## src/rtl/pacman_pkg.sv

```systemverilog
// Shared types and default constants for the Pac-Man game controller.
package pacman_pkg;

  typedef enum logic [2:0] {
    IDLE  = 3'd0,
    READY = 3'd1,
    PLAY  = 3'd2,
    DYING = 3'd3,
    WIN   = 3'd4,
    LOSE  = 3'd5
  } game_state_t;

  localparam int LIVES_INIT_DEF    = 3;
  localparam int READY_FRAMES_DEF  = 120;
  localparam int DEATH_FRAMES_DEF  = 90;
  localparam int GHOST_DIV_DEF     = 2;
  localparam int GHOST_DIV_MIN_DEF = 1;

endpackage

```

## src/rtl/game_sequencer_tick_divider.sv

```systemverilog
// tick_divider: programmable divide-by-N of an input tick with synchronous clear.
// The divisor is sampled on clear and at each wrap, so a changed div only
// takes effect at the next period boundary.
module tick_divider #(
  parameter int RESET_DIV = 2
) (
  input  logic       clk,
  input  logic       rst_n,
  input  logic       clr,
  input  logic       tick,
  input  logic [7:0] div,
  output logic       pulse
);

  logic [7:0] cnt_q, cnt_d;
  logic [7:0] div_q, div_d;

  // Next count / active divisor and the output pulse on the final tick of a period
  always_comb begin
    cnt_d = cnt_q;
    div_d = div_q;
    pulse = 1'b0;
    if (clr) begin
      cnt_d = '0;
      div_d = div;
    end else if (tick) begin
      if (cnt_q == div_q - 8'd1) begin
        cnt_d = '0;
        div_d = div;
        pulse = 1'b1;
      end else begin
        cnt_d = cnt_q + 8'd1;
      end
    end
  end

  // Counter and active-divisor registers
  always_ff @(posedge clk) begin
    if (!rst_n) begin
      cnt_q <= '0;
      div_q <= 8'(RESET_DIV);
    end else begin
      cnt_q <= cnt_d;
      div_q <= div_d;
    end
  end

endmodule

```

## src/rtl/game_sequencer.sv

```systemverilog
// game_sequencer: game-phase controller (IDLE/READY/PLAY/DYING/WIN/LOSE),
// frame tick from VGA vsync, lives counter and per-frame move enables.
// Optional feature macro: GHOST_SPEEDUP_EN (ghosts speed up every 32 pellets).
module game_sequencer
  import pacman_pkg::*;
#(
  parameter int LIVES_INIT    = LIVES_INIT_DEF,
  parameter int READY_FRAMES  = READY_FRAMES_DEF,
  parameter int DEATH_FRAMES  = DEATH_FRAMES_DEF,
  parameter int GHOST_DIV     = GHOST_DIV_DEF,
  parameter int GHOST_DIV_MIN = GHOST_DIV_MIN_DEF
) (
  input  logic       Clk,
  input  logic       Reset_n,
  input  logic       frame_vs,
  input  logic       start,
  input  logic       collision,
  input  logic       cleared,
  input  logic       pellet_eaten,
  output logic [2:0] state,
  output logic       frame_tick,
  output logic       pac_move_en,
  output logic       ghost_move_en,
  output logic       round_reset,
  output logic       freeze,
  output logic [1:0] lives,
  output logic       game_over,
  output logic       win
);

  game_state_t state_q, state_d;
  logic        vs_prev_q, vs_prev_d;
  logic        frame_tick_q, frame_tick_d;
  logic [7:0]  frame_cnt_q, frame_cnt_d;
  logic [1:0]  lives_q, lives_d;
  logic        round_reset_q, round_reset_d;
  logic        freeze_q, freeze_d;
  logic        game_over_q, game_over_d;
  logic        win_q, win_d;
  logic [7:0]  div;
  logic        play_entry;
  logic        play_tick;
  logic        ghost_pulse;

  // Falling edge of vsync becomes a one-cycle frame tick
  always_comb begin
    vs_prev_d    = frame_vs;
    frame_tick_d = vs_prev_q & ~frame_vs;
  end

  // Vsync history and registered frame tick; history tracks vsync even in reset
  always_ff @(posedge Clk) begin
    if (!Reset_n) begin
      vs_prev_q    <= vs_prev_d;
      frame_tick_q <= 1'b0;
    end else begin
      vs_prev_q    <= vs_prev_d;
      frame_tick_q <= frame_tick_d;
    end
  end

  // Phase sequencing, lives bookkeeping and registered status outputs
  always_comb begin
    state_d       = state_q;
    lives_d       = lives_q;
    round_reset_d = 1'b0;
    frame_cnt_d   = frame_tick_q ? frame_cnt_q + 8'd1 : frame_cnt_q;
    case (state_q)
      IDLE: begin
        if (start) begin
          state_d       = READY;
          round_reset_d = 1'b1;
        end
      end
      READY: begin
        if (frame_tick_q && frame_cnt_q == 8'(READY_FRAMES - 1)) state_d = PLAY;
      end
      PLAY: begin
        if (collision)    state_d = DYING;
        else if (cleared) state_d = WIN;
      end
      DYING: begin
        if (frame_tick_q && frame_cnt_q == 8'(DEATH_FRAMES - 1)) begin
          if (lives_q > 2'd1) begin
            lives_d       = lives_q - 2'd1;
            round_reset_d = 1'b1;
            state_d       = READY;
          end else begin
            lives_d = '0;
            state_d = LOSE;
          end
        end
      end
      WIN, LOSE: ;
      default: state_d = IDLE;
    endcase
    if (state_d != state_q) frame_cnt_d = '0;
    freeze_d    = (state_d != PLAY);
    win_d       = (state_d == WIN);
    game_over_d = (state_d == LOSE);
  end

  // Phase state and registered outputs
  always_ff @(posedge Clk) begin
    if (!Reset_n) begin
      state_q       <= IDLE;
      frame_cnt_q   <= '0;
      lives_q       <= 2'(LIVES_INIT);
      round_reset_q <= 1'b0;
      freeze_q      <= 1'b1;
      game_over_q   <= 1'b0;
      win_q         <= 1'b0;
    end else begin
      state_q       <= state_d;
      frame_cnt_q   <= frame_cnt_d;
      lives_q       <= lives_d;
      round_reset_q <= round_reset_d;
      freeze_q      <= freeze_d;
      game_over_q   <= game_over_d;
      win_q         <= win_d;
    end
  end

  assign play_entry = (state_q != PLAY) && (state_d == PLAY);
  assign play_tick  = frame_tick_q && (state_q == PLAY);

`ifdef GHOST_SPEEDUP_EN
  logic [4:0] pellet_cnt_q, pellet_cnt_d;
  logic [7:0] div_q, div_d;

  // Every 32nd pellet eaten in PLAY lowers the ghost divisor down to its floor
  always_comb begin
    pellet_cnt_d = pellet_cnt_q;
    div_d        = div_q;
    if (pellet_eaten && state_q == PLAY) begin
      pellet_cnt_d = pellet_cnt_q + 5'd1;
      if (pellet_cnt_q == 5'd31 && div_q > 8'(GHOST_DIV_MIN)) div_d = div_q - 8'd1;
    end
  end

  // Pellet counter and requested divisor, restored only by reset
  always_ff @(posedge Clk) begin
    if (!Reset_n) begin
      pellet_cnt_q <= '0;
      div_q        <= 8'(GHOST_DIV);
    end else begin
      pellet_cnt_q <= pellet_cnt_d;
      div_q        <= div_d;
    end
  end

  assign div = div_q;
`else
  logic       unused_pellet_eaten;
  logic [7:0] unused_div_min;
  assign div                 = 8'(GHOST_DIV);
  assign unused_pellet_eaten = pellet_eaten;
  assign unused_div_min      = 8'(GHOST_DIV_MIN);
`endif

  tick_divider #(
    .RESET_DIV (GHOST_DIV)
  ) u_ghost_div (
    .clk   (Clk),
    .rst_n (Reset_n),
    .clr   (play_entry),
    .tick  (play_tick),
    .div   (div),
    .pulse (ghost_pulse)
  );

  assign state         = state_q;
  assign frame_tick    = frame_tick_q;
  assign pac_move_en   = play_tick;
  assign ghost_move_en = ghost_pulse;
  assign round_reset   = round_reset_q;
  assign freeze        = freeze_q;
  assign lives         = lives_q;
  assign game_over     = game_over_q;
  assign win           = win_q;

endmodule

```

## config.mk

```make
export PLATFORM = sky130hd
export DESIGN_NAME = game_sequencer
export DESIGN_NICKNAME = d
export VERILOG_FILES = /design/src/rtl/pacman_pkg.sv /design/src/rtl/game_sequencer_tick_divider.sv /design/src/rtl/game_sequencer.sv
export SDC_FILE = /design/constraint.sdc
export NUM_CORES = 1
export LEC_CHECK = 0
export CORE_ASPECT_RATIO = 1.5
export CORE_MARGIN = 3
export CORE_UTILIZATION = 53
export DETAILED_ROUTE_END_ITERATION = 7
export PLACE_DENSITY = 0.78
export SETUP_SLACK_MARGIN = 0.15
export SYNTH_ARGS = -nofsm -noshare
export SYNTH_HDL_FRONTEND = slang
export SYNTH_SLANG_ARGS = --single-unit
```

## constraint.sdc

```tcl
create_clock -name Clk -period 1.76 [get_ports Clk]
set_clock_uncertainty 0.1 [all_clocks]
set_input_delay 0.264 -clock Clk [delete_from_list [all_inputs] [get_ports Clk]]
set_output_delay 0.264 -clock Clk [all_outputs]
set_load 0.01 [all_outputs]
```

# Word level (Yosys, flattened, before mapping)
# Index checks and enable logic that the tools add are counted.
[totals]
register_bits = 27
input_bits = 7
out_inout_bits = 12
wordCells = 56
[classes]
add_sub_neg = 3
magnitude_cmp = 1
eq_ne = 14
muxes = 16
bitwise_logic = 3
reduce_logical = 9
[op_table]
columns = ["operator", "count"]
rows = [
  ["3-bit 2-to-1 mux", 6],
  ["8-bit by 1-bit adder with 8-bit output, second input constant", 2],
  ["8-bit by 7-bit == test with 1-bit output, second input constant", 2],
  ["3-bit case mux with 5 select lines", 1],
  ["3-bit == test, second input constant", 4],
  ["3-bit by 2-bit == test with 1-bit output, second input constant", 3],
  ["8-bit by 1-bit == test with 1-bit output, second input constant", 1],
  ["8-bit 2-to-1 mux", 1],
  ["1-bit 2-to-1 mux", 6],
  ["3-bit by 2-bit != test with 1-bit output, second input constant", 2],
  ["2-bit OR reduction", 3],
  ["1-bit logical AND", 4],
  ["3-bit by 1-bit == test with 1-bit output, second input constant", 1],
  ["3-bit zero test", 1],
  ["3-bit != test", 1],
  ["2-bit by 1-bit > comparator with 1-bit output, second input constant", 1],
  ["2-bit 2-to-1 mux", 1],
  ["1-bit NOT", 2],
  ["1-bit case mux with 2 select lines", 1],
  ["2-bit AND reduction", 1],
  ["2-bit by 1-bit subtractor with 2-bit output, second input constant", 1],
  ["1-bit AND", 1],
]

# Longest topological paths before layout
# Gate-level depths: netlist (run 1).
[logic_depth]
word_depth = 7
depth_mapped = 7
depth_no_buf = 6

# Modules after synthesis
# Synthesis (run 1) repeated with hierarchy kept, for this count alone.
[hier_totals]
hier_cells = 216
hier_area_um2 = 1973.1
[by_module_without_submodules]
columns = ["mod", "n_inst", "cells_per_inst", "area_each_um2", "seq_area_each_um2"]
rows = [
  ["tick_divider", 1, 114, 996.0, 320.3],
  ["game_sequencer", 1, 102, 977.2, 380.4],
]

# Worst setup path before layout (run 1)
# Ideal clock, no wire load.
[synth_path]
path_kind = "register -> register"
from = "register frame_cnt_q[0]"
to = "register frame_cnt_q[0]"
setup_ns = 0.129
t_arrival_ns = 1.351
required_ns = 1.531
slack_ns = 0.180
stages_incl_launch_ff = 6
path_buffers = 0
period_less_slack_ns = 1.580
cell_sequence = "dfxtp_1 ha_1 nor4bb_2 a31oi_4 nand3_4 nor3_1"
[synth_via]
elab_chain_cells = 6
word_cells_on_any_way = 10
classes_between = "1 x add/sub; 3 x eq/ne; 3 x mux; 3 x reduce/logical"
[synth_rtl]
columns = ["item", "line", "source"]
rows = [
  ["start, declared", "game_sequencer.sv:34", "logic [7:0] frame_cnt_q, frame_cnt_d;"],
  ["start signal, assigned", "game_sequencer.sv:115", "frame_cnt_q <= frame_cnt_d;"],
  ["8-bit by 7-bit == test with 1-bit output, on equally long branches", "game_sequencer.sv:83, game_sequencer.sv:76", ""],
  ["1-bit logical AND, on equally long branches", "game_sequencer.sv:83, game_sequencer.sv:76", ""],
  ["3-bit 2-to-1 mux, on equally long branches", "game_sequencer.sv:83, game_sequencer.sv:76", ""],
  ["3-bit case mux with 5 select lines", "game_sequencer.sv:68", "case (state_q)"],
  ["3-bit != test", "game_sequencer.sv:97", "if (state_d != state_q) frame_cnt_d = '0;"],
  ["2-bit OR reduction (no line)", "n/a", ""],
]
# Several ways; a longest one is shown, not always the timed one.
# A chain may end at the register's enable or synchronous reset.

# Worst setup path after layout (run 1)
[layout_path]
from = "register u_ghost_div.cnt_q[0]"
to = "output port ghost_move_en"
[layout_via]
elab_chain_cells = 4
[layout_rtl]
columns = ["item", "line", "source"]
rows = [
  ["start, declared", "game_sequencer_tick_divider.sv:15", "logic [7:0] cnt_q, cnt_d;"],
  ["start signal, assigned", "game_sequencer_tick_divider.sv:43", "cnt_q <= cnt_d;"],
  ["8-bit by 1-bit == test with 1-bit output", "game_sequencer_tick_divider.sv:27", "if (cnt_q == div_q - 8'd1) begin"],
  ["1-bit 2-to-1 mux", "game_sequencer_tick_divider.sv:27", ""],
  ["1-bit 2-to-1 mux", "game_sequencer_tick_divider.sv:26", "end else if (tick) begin"],
  ["1-bit 2-to-1 mux", "game_sequencer_tick_divider.sv:23", "if (clr) begin"],
  ["end, declared", "game_sequencer.sv:23", "output logic ghost_move_en,"],
]
# No other way between the ends.

==> key figures, run 1 <==
Synthesis
  • Post-synth EDFFs: 0
  • Ys Warns: 0
  • Synth Register Bits: 27
  • Post-synthesis net count: about 150
  • Synth top area cells: dfxtp_1 41%, xor2_1 5.9%, nor2_1 4.2%
  • Mean Syn Cell Area: between 9 and 10 um2
  • Ys async rst share: 0%
  • Synth Cell Area: between 1000 and 1500 um2
  • Post-synth top area cell: dfxtp_1
  • Netlist cell types: 43
  • Seq/Total Area, Yosys: between 40% and 50%
  • Syn Inst Count: ~140
  • Most common cell in the synthesized netlist: dfxtp_1
  • Most used DFF post-synth: dfxtp_1
  • Yosys top cell area share: a little over 40%
  • Synth top cells by count: 27 x dfxtp_1, 15 x nor2_1, 9 x nand2_1, 9 x nor3_1, 9 x xor2_1

Final layout
  • Synth-to-layout area growth: 51.8%
  • Nets: between 200 and 250
  • Core Util, Final: between 80 and 90%
  • N_diodes: 0
  • Layout cells sized above 1: 41.8%

Clocking
  • Worst-path clk slew: around 140 ps
  • Clock Sinks: 27
  • Worst skew pair latency: 340 ps
  • CTS tree: done
  • CTS Root Cell: clkbuf_4
  • Worst-case clock buffer depth: 2
  • H-tree Lvls: 1
  • Total CTS buffers: 3

Route
  • Total wire length: between 4 and 5 mm
  • Vias per Instance: roughly 6
  • Pre-Repair DR Iteration Count: 4
  • Via count: between 1k and 1.5k
  • Post-DRT Antenna Nets: 0
  • DRC: 0
  • WL/cell: around 19 um
  • Initial DRC count: 87

Floorplan
  • Core Footprint: 2310 um2
  • Initial Util: 57.5%
  • Count of standard-cell rows: 21
  • Ports: 19
  • Die Ht: around 67 um
  • Chip Width: ~47 um
  • Die footprint: about 3200 um2

Pwr
  • Leakage dissipation: roughly 0.8 nW
  • Switch share: 25.4%
  • P_sw: 0.269 mW
  • Clock network fraction of design power: 26.9%
  • Gate power share: ~14%
  • Cell Int Power: roughly 0.79 mW
  • Power per standard cell area: about 520 nW/um2
  • VDD IR max: between 400 and 500 uV
  • Flop pwr share: between 50% and 60%

Global routing
  • Gr usage total: about 25%
  • Largest net degree at the start of global routing: 15
  • Initial antenna violation count: 0
  • First-pass GRT wire length: 5.60 mm
  • Grt ovf: 0
  • Vias in the first global route: 1250

Worst setup path
  • CP Class: reg -> out
  • Max FO, Critical Path: 2
  • Worst stage delay on the critical path: 390 ps
  • Worst path slowest cell: dfxtp_2
  • Critical-path cell list: ha_4 -> nor4b_4 -> nand2_1 -> nor2_1 -> buf_2
  • Worst Setup Start Kind: flop
  • CP endpoint kind: output port
  • CP required: about 1400 ps
  • Worst Path Arrival: approximately 1400 ps

STA
  • Max-slew violations: 0
  • Crit share post-route: 101%
  • Final hold violations: 0
  • Max transition margin: around 80%
  • Tightest Pin Transition: between 300 and 400 ps
  • RSZ-0062 raised after global routing: yes
  • Minimum clock period: 1780 ps
  • Final Setup Violations: 1
  • Max Freq: 562 MHz
  • Setup ws final: -20.7 ps

Placed design
  • Gpl congestion: ~0.86
  • Port Buffer Count: 17
  • HPWL Detailed: roughly 2.2 mm
  • Pre-CTS setup slack: -74.2 ps

Min path
  • Hold Crit Class: in -> reg

Status
  • Status: finished with violations
  • Failing checks: setup timing

Job
  • Max-Cap Viols: 0
==> path summary, 6_finish.rpt <==
check / from / endpoint / slack, ps / depth (start not counted)
worst max register to register: frame_cnt_q[0] / frame_cnt_q[4] / 70 / 7
worst min register to register: vs_prev_q / frame_tick / 370 / 1
worst max-delay path: u_ghost_div.cnt_q[0] / ghost_move_en / -20 / 5
worst min-delay path: frame_vs / vs_prev_q / 320 / 1
==> kinds of logic (layout without fill, tap and decap cells) <==
group,Yosys count,after routing,share of synthesized area (%)
and+or+nand+nor,71,71,32.1
adders and majority gates,4,4,3.77
buffers and inverters,9,56,3.30
xor gates and xnor gates,13,13,8.57
AOI/OAI and AO/OA,18,18,11.6
DFF,27,27,40.7
==> sequential cells by signal, summed over array words and instances (netlist names) <==
signal             cells
frame_cnt_q            8
u_ghost_div.cnt_q      8
state                  3
lives                  2
frame_tick             1
freeze                 1
game_over              1
round_reset            1
vs_prev_q              1
win                    1
==> power by group through the flow <==
stage	combinational (mW)	clock (mW)	sequential, mW
finish	0.150	0.284	0.624
global route	0.158	0.310	0.625
CTS	0.111	0.280	0.624
detailed placement	0.0950	0	0.635
global placement	0.0931	0	0.635
floorplan	0.0440	0	0.640
==> critical path: cells and delay by family (launching register included) <==
family	cells	cell delay, ps
simple gates	3	420
flops	1	390
buf+inv	1	140
fa+ha+maj	1	130
==> cell usage in the layout, fill, tap and decap left out, types with 2 or more instances in the layout <==
cell,netlist,layout
buf_6,1,9
dfxtp_1,27,16
buf_2,2,2
and3_1,3,3
nand2b_1,2,2
a21oi_1,3,2
inv_2,0,2
nand2_1,9,9
inv_1,6,3
nor3_1,9,3
nor3_4,0,5
dlygate4sd2_1,0,5
dlymetal6s2s_1,0,4
clkbuf_4,0,3
o21ai_0,4,3
nor2b_1,2,2
nor3b_2,1,2
o21ai_1,1,2
clkdlybuf4s50_1,0,6
dfxtp_2,0,10
buf_12,0,2
xnor2_1,4,4
xor2_1,9,9
a31oi_4,1,2
nand3_1,7,7
nand4_1,7,7
buf_4,0,18
ha_4,0,3
nor2_1,15,14
==> per-stage QoR <==
stage	hold WS [ps]	instances	total power, mW	TNS (ps)	cell area [um2]
after global placement	344	197	0.728	-6.63	1640
after detailed placement	360	197	0.730	-368	1640
after global routing	297	212	1.09	-162	2020
final	315	212	1.06	-20.7	2020
after CTS	297	204	1.01	-85.5	1800
after floorplan	192	142	0.684	0	1330
==> what timing repair did <==
action	4_1_cts	5_1_grt
resized for setup	39	37
setup buffers	3	8
hold buffers	0	0
pin swaps	8	13
setup endpoints to repair	24	25
endpoints found under the hold margin	0	0
==> cell type report <==
| type | count | area [um2] |
|---|---|---|
| clock buffers | 4 | 26.3 |
| well taps | 23 | 28.8 |
| multi-input cells | 106 | 940 |
| repair buffers | 46 | 440 |
| flip-flops and latches | 27 | 557 |
| inverters | 6 | 25.0 |
| fillers | 107 | 295 |
==> routing by layer <==
| layer | GRT usage, % | vias up | share of wire (%) |
|---|---|---|---|
| met3 | 4.27 | 19 | 3.8 |
| met5 | 0 | - | 0 |
| met1 | 25.0 | 620 | 36 |
| met4 | 12.1 | 0 | 4.2 |
| li1 | - | 598 | - |
| met2 | 46.1 | 47 | 56 |
Power figures use the tool's default switching activity.
==> inputs of run 2 (changes only) <==
ABC_AREA = 1   (was unset)
REMOVE_ABC_BUFFERS = 1   (was unset)
==> run 2 against run 1 <==
  * The run now ends clean
  * Via count increased by 6.7%
  * Non-clock buffer count unchanged
  * Critical path depth increased by 6
  * Final cell count increased by 19%
  * Combinational power decreased by 23%
  * Sequential power about the same
  * Flip-flop and latch count unchanged
  * Clock power increased by 1%
  * First-iteration DRC count decreased by 64%
==> key figures, run 2 <==
Synthesis
  • Mean Syn Cell Area: 7.70 um2 (-18%)
  • Syn Inst Count: 179 (+26%)
  • Yosys top cell area share: 39.2% (-1.5 points)
  • Seq/Total Area, Yosys: 39.2% (-1.5 points)
  • Ys async rst share: 0% (unchanged)
  • Synth Register Bits: 27 (unchanged)
  • Most used DFF post-synth: dfxtp_1
  • Post-synth top area cell: dfxtp_1
  • Synth Cell Area: 1380 um2 (+3.8%)
  • Ys Warns: 0 (unchanged)
  • Post-synth EDFFs: 0 (unchanged)
  • Synth top cells by count: 35 x nand2_1, 27 x dfxtp_1, 25 x nor2_1
  • Netlist cell types: 24 (-44%)
  • Most common cell in the synthesized netlist: nand2_1
  • Synth top area cells: dfxtp_1 39%, nand2_1 9.5%, nor3_2 8.0%

Status
  • Status: complete, no violations

Clocking
  • Worst-path clk slew: 150 ps (about the same)
  • Worst-case clock buffer depth: 2 (unchanged)
  • CTS tree: done
  • H-tree Lvls: 1 (unchanged)
  • Worst skew pair latency: 350 ps (about the same)
  • Clock Sinks: 27 (unchanged)
  • Post-CTS Hold Buffers: 0 (unchanged)
  • Total CTS buffers: 3 (unchanged)
  • CTS Root Cell: clkbuf_4

Final layout
  • Most common cell after layout, fill and taps aside: nand2_1
  • Layout cells sized above 1: 40.4% (-1.4 points)
  • # fillers: 158 (+48%)
  • Synth-to-layout area growth: 45.6%
  • Commonest cells after routing, fill and taps aside: 28 x nand2_1, 23 x buf_4, 19 x nor2_1
  • N_diodes: 0 (unchanged)
  • Register area: 559 um2 (+0.45%)
  • Area of the multi-input gates: 882 um2 (-6.1%)
  • Nets: 240 (+19%)
  • Post-Layout Cell Count: 252 (+19%)

Route
  • Via count: 1370 (+6.7%)
  • DRC: 0 (unchanged)
  • Post-DRT Antenna Nets: 0 (unchanged)
  • Initial DRC count: 31 (-64%)
  • WL/cell: 16.0 um (-16%)
  • Total wire length: 4.02 mm (-0.37%)
  • Vias per Instance: 5.44 (-10%)
  • Pre-Repair DR Iteration Count: 4 (unchanged)

Floorplan
  • Initial Util: 55.7% (-1.8 points)
  • Die footprint: 3260 um2 (+3.4%)
  • Core Footprint: 2480 um2 (+7.1%)
  • Die Ht: 68.5 um (+1.7%)
  • Count of standard-cell rows: 22 (+4.8%)
  • Chip Width: 47.6 um (+1.6%)
  • Ports: 19 (unchanged)

Worst setup path
  • Crit-path leading delay family: buffers and inverters
  • Worst Setup Start Kind: flop
  • Worst path slowest cell: dfxtp_1
  • Worst reg-to-reg setup slack: 30 ps (-40 ps)
  • CP bufs+invs: 6 (+5)
  • CP endpoint kind: flop
  • Worst stage delay on the critical path: 340 ps (-50 ps)
  • Critical-path cell list: inv_1 -> nand4_1 -> nor2_4 -> nand2_4 -> buf_6 -> buf_4 -> buf_4 -> buf_6 -> buf_6 -> nand3_4 -> nor2_4
  • Worst Path Arrival: 1900 ps (+480 ps)
  • Most numerous cell on the critical path: buf_6
  • CP required: 1930 ps (+530 ps)
  • Max FO, Critical Path: 3 (+1)
  • CP Class: reg -> reg

STA
  • Max-slew violations: 0 (unchanged)
  • Setup_tns: 0 ps (+20.7 ps)
  • Setup ws final: 32.2 ps (+52.9 ps)
  • Crit share post-route: 98.2% (-3.0 points)
  • Worst Hold Margin: 282 ps (-33.0 ps)
  • Max transition margin: 75.3% (-2.9 points)
  • Final Setup Violations: 0 (-1)
  • Max Freq: 579 MHz (+3.1%)
  • Final hold violations: 0 (unchanged)
  • Minimum clock period: 1730 ps (-52.9 ps)
  • Tightest Pin Transition: 367 ps (+41.9 ps)
  • RSZ-0062 raised after global routing: yes

Global routing
  • GRT busiest layer: met2
  • Vias in the first global route: 1401 (+12%)
  • Gr usage total: 22.9% (-1.9 points)
  • Met1 usage: 19.9% (-5.1 points)
  • First-pass GRT wire length: 5.38 mm (-3.9%)
  • Met2 Usage GRT: 44.8% (-1.3 points)
  • Largest net degree at the start of global routing: 15 (unchanged)
  • Grt ovf: 0 (unchanged)
  • Initial antenna violation count: 0 (unchanged)
  • Met3 GRT Util: 4.47% (+0.21 points)

Pwr
  • VDD IR max: 569 uV (+17%)
  • Power Total: 1.02 mW (-3.1%)
  • Leakage dissipation: 0.805 nW (+2.9%)
  • Power per standard cell area: 510 nW/um2 (-2.7%)

Placed design
  • Gpl congestion: 0.794 (-7.9%)
  • HPWL Detailed: 2.34 mm (+4.1%)
  • Pre-CTS setup slack: 20.1 ps (+94.2 ps)
  • Port Buffer Count: 17 (unchanged)
  • Placed cell count: 233 (+18%)

Min path
  • Hold Crit Class: in -> reg

Job
  • Max-Cap Viols: 0 (unchanged)
==> run 2: worst paths after layout <==
path                                            from              endpoint  cells after the start
worst max-delay path            u_ghost_div.cnt_q[6]  u_ghost_div.cnt_q[2]                     11
worst min-delay path                        frame_vs             vs_prev_q                      1
worst max register to register  u_ghost_div.cnt_q[6]  u_ghost_div.cnt_q[2]                     11
worst min register to register             vs_prev_q            frame_tick                      2
==> run 2: report_power, final <==
part | leakage [nW] | internal (mW) | switching, mW | total, mW
combinational | 0.567 | 0.0493 | 0.0672 | 0.116
sequential | 0.223 | 0.616 | 0.00499 | 0.621
clock | 0.0150 | 0.0896 | 0.198 | 0.288
==> run 2: area by class of cell <==
class | count | area share [%]
Multi-Input combinational cell | 126 | 43.9
Sequential cell | 27 | 27.9
Timing Repair Buffer | 46 | 20.6
Inverter | 25 | 4.80
Tap cell | 24 | 1.50
Clock buffer | 4 | 1.31
==> run 2: cells by family after synthesis <==
kind of cell               Yosys count  synth area share (%)
AOI/OAI and AO/OA                   12                  4.90
xor gates and xnor gates            10                  6.35
adders and majority gates            4                  3.63
buffers and inverters               26                  7.62
DFF                                 27                  39.2
and+or+nand+nor                    100                  38.3
==> run 2: what timing repair did <==
action                                  4_1_cts  5_1_grt
pin swaps                                     3       11
endpoints found under the setup margin       16       15
buffers inserted                             12        3
gates resized for setup                      27       44
==> run 2: metrics by stage <==
| step | cell area (um2) | utilization (%) |
|---|---|---|
| after floorplan | 1370 | - |
| after global placement | 1690 | 68.0 |
| after detailed placement | 1690 | 68.0 |
| after CTS | 1820 | 73.4 |
| after global routing | 2010 | 81.1 |
| final | 2010 | 81.1 |
==> run 2: routing by layer <==
metal | up-vias | wire, um
li1 | 667 | -
met1 | 667 | 1430
met2 | 23 | 2350
met3 | 13 | 76
met4 | 0 | 162
met5 | - | 0
